**src/rtl/mc_signal_generator.sv**
```systemverilog
// rtl/mc_signal_generator.sv - RC-style pulse-frame generator for the motor-controller command path.
// Define MC_FAILSAFE_EN to build the CODE_VALID watchdog that forces neutral after missed refreshes.
module mc_signal_generator #(
    parameter int FRAME_CYCLES    = 1100000,
    parameter int NEUTRAL_CYCLES  = 150000,
    parameter int STEP_CYCLES     = 6250,
    parameter int FAILSAFE_FRAMES = 8
) (
    input  logic       CLK,
    input  logic       RST,
    input  logic [4:0] MC_CODE,
    input  logic       CODE_VALID,
    output logic       MC_PWM,
    output logic [4:0] CURRENT_MC,
    output logic       FRAME_START,
    output logic       FAILSAFE
);

    localparam int CW = $clog2(FRAME_CYCLES);
    localparam logic [CW-1:0] LAST_CNT  = CW'(FRAME_CYCLES - 1);
    localparam logic [CW-1:0] NEUTRAL_W = CW'(NEUTRAL_CYCLES);
    localparam logic [CW-1:0] STEP_W    = CW'(STEP_CYCLES);
    localparam logic [4:0]    NEUTRAL_CODE = 5'b00001;

    typedef enum logic {
        GAP   = 1'b0,
        PULSE = 1'b1
    } state_t;

    // Forward and reverse pass through; neutral and the invalid dir both collapse to neutral.
    function automatic logic [4:0] canon(input logic [4:0] code);
        if (code[1:0] == 2'b10 || code[1:0] == 2'b00) begin
            return code;
        end
        return NEUTRAL_CODE;
    endfunction

    function automatic logic [CW-1:0] width_of(input logic [4:0] code);
        logic [CW-1:0] delta;
        delta = (CW'(code[4:2]) + CW'(1)) * STEP_W;
        case (code[1:0])
            2'b10:   return NEUTRAL_W + delta;
            2'b00:   return NEUTRAL_W - delta;
            default: return NEUTRAL_W;
        endcase
    endfunction

    state_t        state_q, state_d;
    logic [CW-1:0] cnt_q, cnt_d;
    logic [CW-1:0] width_q, width_d;
    logic [4:0]    cur_q, cur_d;
    logic          run_q, run_d;
    logic          pwm_q, pwm_d;
    logic          fstart_q, fstart_d;
    logic          boundary;
    logic          force_neutral;

`ifdef MC_FAILSAFE_EN
    localparam int MW = $clog2(FAILSAFE_FRAMES + 1);
    localparam logic [MW-1:0] MISS_MAX = MW'(FAILSAFE_FRAMES);

    logic [MW-1:0] miss_q, miss_d;
    logic [MW-1:0] miss_upd;
    logic          seen_q, seen_d;
    logic          seen_eff;
    logic          fs_q, fs_d;

    // A strobe on the boundary edge itself credits the frame that is closing.
    always_comb begin
        seen_eff = seen_q | CODE_VALID;
        miss_upd = miss_q;
        if (seen_eff) begin
            miss_upd = '0;
        end else if (miss_q != MISS_MAX) begin
            miss_upd = miss_q + MW'(1);
        end
        force_neutral = (miss_upd >= MISS_MAX);
        seen_d = boundary ? 1'b0 : seen_eff;
        miss_d = boundary ? miss_upd : miss_q;
        fs_d   = boundary ? force_neutral : fs_q;
    end

    always_ff @(posedge CLK) begin
        if (RST) begin
            miss_q <= '0;
            seen_q <= 1'b0;
            fs_q   <= 1'b0;
        end else begin
            miss_q <= miss_d;
            seen_q <= seen_d;
            fs_q   <= fs_d;
        end
    end

    assign FAILSAFE = fs_q;
`else
    logic unused_code_valid;

    assign unused_code_valid = CODE_VALID;
    assign force_neutral     = 1'b0;
    assign FAILSAFE          = 1'b0;
`endif

    // run_q low means reset has just released: the next edge opens the first frame with cnt held at 0.
    assign boundary = !run_q || (cnt_q == LAST_CNT);

    always_comb begin
        cnt_d    = cnt_q + CW'(1);
        run_d    = run_q;
        state_d  = state_q;
        cur_d    = cur_q;
        width_d  = width_q;
        fstart_d = 1'b0;
        if (boundary) begin
            cnt_d    = '0;
            run_d    = 1'b1;
            fstart_d = 1'b1;
            state_d  = PULSE;
            if (force_neutral) begin
                cur_d   = NEUTRAL_CODE;
                width_d = NEUTRAL_W;
            end else begin
                cur_d   = canon(MC_CODE);
                width_d = width_of(MC_CODE);
            end
        end else if (state_q == PULSE && cnt_q == width_q - CW'(1)) begin
            state_d = GAP;
        end
        pwm_d = (state_d == PULSE);
    end

    always_ff @(posedge CLK) begin
        if (RST) begin
            state_q  <= GAP;
            cnt_q    <= '0;
            run_q    <= 1'b0;
            pwm_q    <= 1'b0;
            cur_q    <= NEUTRAL_CODE;
            width_q  <= NEUTRAL_W;
            fstart_q <= 1'b0;
        end else begin
            state_q  <= state_d;
            cnt_q    <= cnt_d;
            run_q    <= run_d;
            pwm_q    <= pwm_d;
            cur_q    <= cur_d;
            width_q  <= width_d;
            fstart_q <= fstart_d;
        end
    end

    assign MC_PWM      = pwm_q;
    assign CURRENT_MC  = cur_q;
    assign FRAME_START = fstart_q;

endmodule
```
**config.mk**
```make
export PLATFORM = sky130hd
export DESIGN_NAME = mc_signal_generator
export DESIGN_NICKNAME = d
export VERILOG_FILES = /design/src/rtl/mc_signal_generator.sv
export SDC_FILE = /design/constraint.sdc
export NUM_CORES = 1
export LEC_CHECK = 0
export ABC_CLOCK_PERIOD_IN_PS = 13250
export BUFFER_PORTS_ARGS = -buffer_cell sky130_fd_sc_hd__buf_2
export CORE_ASPECT_RATIO = 1.2
export CORE_MARGIN = 2
export CORE_UTILIZATION = 45
export DETAILED_ROUTE_END_ITERATION = 8
export PLACE_DENSITY_LB_ADDON = 0.25
export RECOVER_POWER = 50
export SLEW_MARGIN = 10
export SYNTH_ARGS = -nofsm -noshare
export SYNTH_HDL_FRONTEND = slang
export SYNTH_SLANG_ARGS = --single-unit
export TNS_END_PERCENT = 30
```
**constraint.sdc**
```tcl
create_clock -name CLK -period 13.25 [get_ports CLK]
set_input_delay 2.65 -clock CLK [delete_from_list [all_inputs] [get_ports CLK]]
set_output_delay 2.65 -clock CLK [all_outputs]
set_load 0.01 [all_outputs]
```
==> impl_metrics.json <==
{
  "status": "completed",
  "drt_iter0_drc": 129,
  "final_cell_area_um2": 3814,
  "ant_nets": 0,
  "fillers": 745,
  "cts_tree": "done",
  "postSynth.asyncResetShare": 0,
  "yosysSeqAreaShare": 0.2610,
  "postSynthAreaPerCell_um2": 8.046,
  "top_usage_layer": "met2",
  "setup_viol": 0,
  "cts_resized": 0,
  "critical_path_class": "in2reg",
  "ys_types": 59,
  "startpoint_type": "primary input",
  "io_buffers": 13,
  "rsz0062_at_grt": "no",
  "wl_per_cell_um": 14.73,
  "yosys_most_used_dff": "dfxtp_1",
  "final-hold-violation-count": 0,
  "cp.required_ps": 13480,
  "firstDrtPassIters": 4,
  "clk_pin_slew_ps": 90,
  "maxCapViolCount": 0,
  "power.leakage_nw": 1.431,
  "cts_buffers": 5,
  "wl_mm": 7.986,
  "root_buffer": "clkbuf_8",
  "max_freq_mhz": 141.5,
  "synthCells": 448,
  "initial_core_util": 0.4677,
  "ys_warn_count": 0,
  "ys_seq_elements": 47,
  "ctsHoldBuffers": 0,
  "grt_pass1_wl_mm": 13.87,
  "overflow": 0,
  "num_rows": 35,
  "ios": 16,
  "report.final.slew_viol_count": 0,
  "max-vdd-ir-drop_uv": 78.30,
  "grt_util_met2": 0.3534,
  "insertedDiodeCount": 0,
  "postCtsSetupBuffers": 0,
  "grt_antenna_before_repair": 0,
  "gp_congestion": 0.8518,
  "p_total_mw": 0.3991,
  "final_cell_mix": "nor2_1 (50), xnor2_1 (48), dfxtp_1 (47)",
  "skew_ps": 10.67,
  "areaGrowthSynthToFinish_pct": 5.797,
  "seqCellArea_um2": 940.9,
  "worst_pin_slew_ps": 1114,
  "multiInputGateArea_um2": 2507,
  "drive_above_1_share": 0.05778,
  "die_width_um": 85.71,
  "min_path_type": "reg2reg",
  "synth_area_um2": 3605,
  "gr-usage-met3": 0.02585,
  "tns_ps": 0,
  "cp.arrival_ps": 7300,
  "mostFrequentLayoutCell": "nor2_1",
  "die_height_um": 102.0,
  "grt_pass1_vias": 2931,
  "grt_max_degree": 30,
  "clock_latency_ps": 310,
  "place_area_um2": 3716,
  "final.min_clock_period_ps": 7066,
  "gr-usage-all-layers": 0.1956,
  "h-tree-depth": 2,
  "dieArea_um2": 8746,
  "endpoint_kind": "flop",
  "post-route-drc-count": 0,
  "cts_max_path_buffers": 2,
  "worst-path-max-fanout": 13,
  "dp_hpwl_mm": 6.180,
  "core_region_area_um2": 7707,
  "hold-worst-slack_ps": 471.1,
  "syn-num-nets": 481,
  "grt.met1_usage": 0.2368,
  "vias_per_cell": 5.605,
  "slew_headroom": 0.2573,
  "vias": 3038,
  "synth-edff-count": 0,
  "nNetsFinal": 482,
  "p_per_area_nw_per_um2": 104.7,
  "period_share": 0.5333,
  "cts_sinks": 47
}
-- cell usage after synthesis (all sizes together), types with 2 or more instances --
cell	count	share of area
inv	22	0.023
and2	3	0.0052
o21bai	2	0.0042
buf	3	0.0045
o311ai	3	0.0073
mux2i	5	0.014
o31ai	5	0.010
a211oi	5	0.012
nand4b	3	0.0073
xnor2	48	0.12
o2111ai	2	0.0049
nor4b	2	0.0049
ha	25	0.087
nor4	4	0.0069
clkbuf	16	0.017
xor2	31	0.075
a2111oi	2	0.015
a21oi	22	0.031
o21ai	22	0.031
a22o	3	0.0073
nor3	8	0.011
nand2	33	0.034
o22ai	6	0.010
nor2b	3	0.0052
nand3b	2	0.0042
and3	12	0.021
a31oi	5	0.0087
nor3b	3	0.0062
or3	8	0.017
nor2	50	0.052
nand3	12	0.017
or4	2	0.0062
dfxtp	47	0.26
nand4	6	0.010
a21o	2	0.0042
nand2b	3	0.0052
-- registers in the layout, summed over array words and instances, names as in the netlist --
register / flops
FRAME_START: 1
cnt_q: 21
MC_PWM: 1
run_q: 1
CURRENT_MC: 5
width_q: 18
-- power breakdown --
part           switching, mW  internal, mW  total [mW]
combinational         0.0831        0.0558       0.139
clock                 0.0498        0.0562       0.106
sequential           0.00675         0.148       0.154
-- metrics by stage --
stage                     setup WS [ps]  utilization  instances
after floorplan                    6716            -        448
after global placement             5976       0.4821        534
after detailed placement           5869       0.4821        534
after CTS                          6185       0.4968        542
after global routing               5789       0.4948        542
final                              6184       0.4948        542
-- worst paths after layout --
| kind | cells after the start | slack (ps) | to | startpoint |
|---|---|---|---|---|
| max | 15 | 6180 | width_q[16]$_SDFFE_PP0P_ | MC_CODE[2] |
| min | 2 | 470 | CURRENT_MC[3]$_SDFFE_PP0P_ | CURRENT_MC[3]$_SDFFE_PP0P_ |
| max reg2reg | 9 | 9730 | width_q[17]$_SDFFE_PP1P_ | cnt_q[0]$_SDFF_PP0_ |
| min reg2reg | 2 | 470 | CURRENT_MC[3]$_SDFFE_PP0P_ | CURRENT_MC[3]$_SDFFE_PP0P_ |
-- logic make-up (layout without fill, tap and decap cells) --
family / count (synthesis) / in the layout / synth area share
other: 1 / 1 / 0.001040
xor gates and xnor gates: 79 / 79 / 0.1919
buffers and inverters: 41 / 43 / 0.04408
and+or+nand+nor: 156 / 156 / 0.2183
adders and majority gates: 26 / 26 / 0.08955
DFF: 47 / 47 / 0.2610
AOI/OAI and AO/OA: 93 / 93 / 0.1802
muxes: 5 / 5 / 0.01388
-- routing by layer --
layer  routed length [µm]  vias up
li1                     -     1574
met1                 3657     1400
met2                 3913       47
met3                  212       17
met4                  203        0
met5                    0        -
-- layout make-up --
type / count / share of cell area
sequential: 47 / 0.2467
tap: 92 / 0.03018
multi-input combinational: 360 / 0.6575
clock buffer: 5 / 0.01804
timing repair buffer: 13 / 0.01444
inverter: 22 / 0.02165
clock inverter: 3 / 0.01148
-- worst max-delay path, stage by stage --
cell and delay (ps):
buf_2 290, ha_1 350, xor2_1 430, ha_1 320, ha_1 400, ha_1 470, a21o_1 250, a221o_1 450
a41oi_1 280, xnor2_1 320, inv_1 170, o311ai_0 360, o311ai_0 220, xor2_1 190, o21ai_0 150
Note: power is estimated with default switching activity, not from simulation.
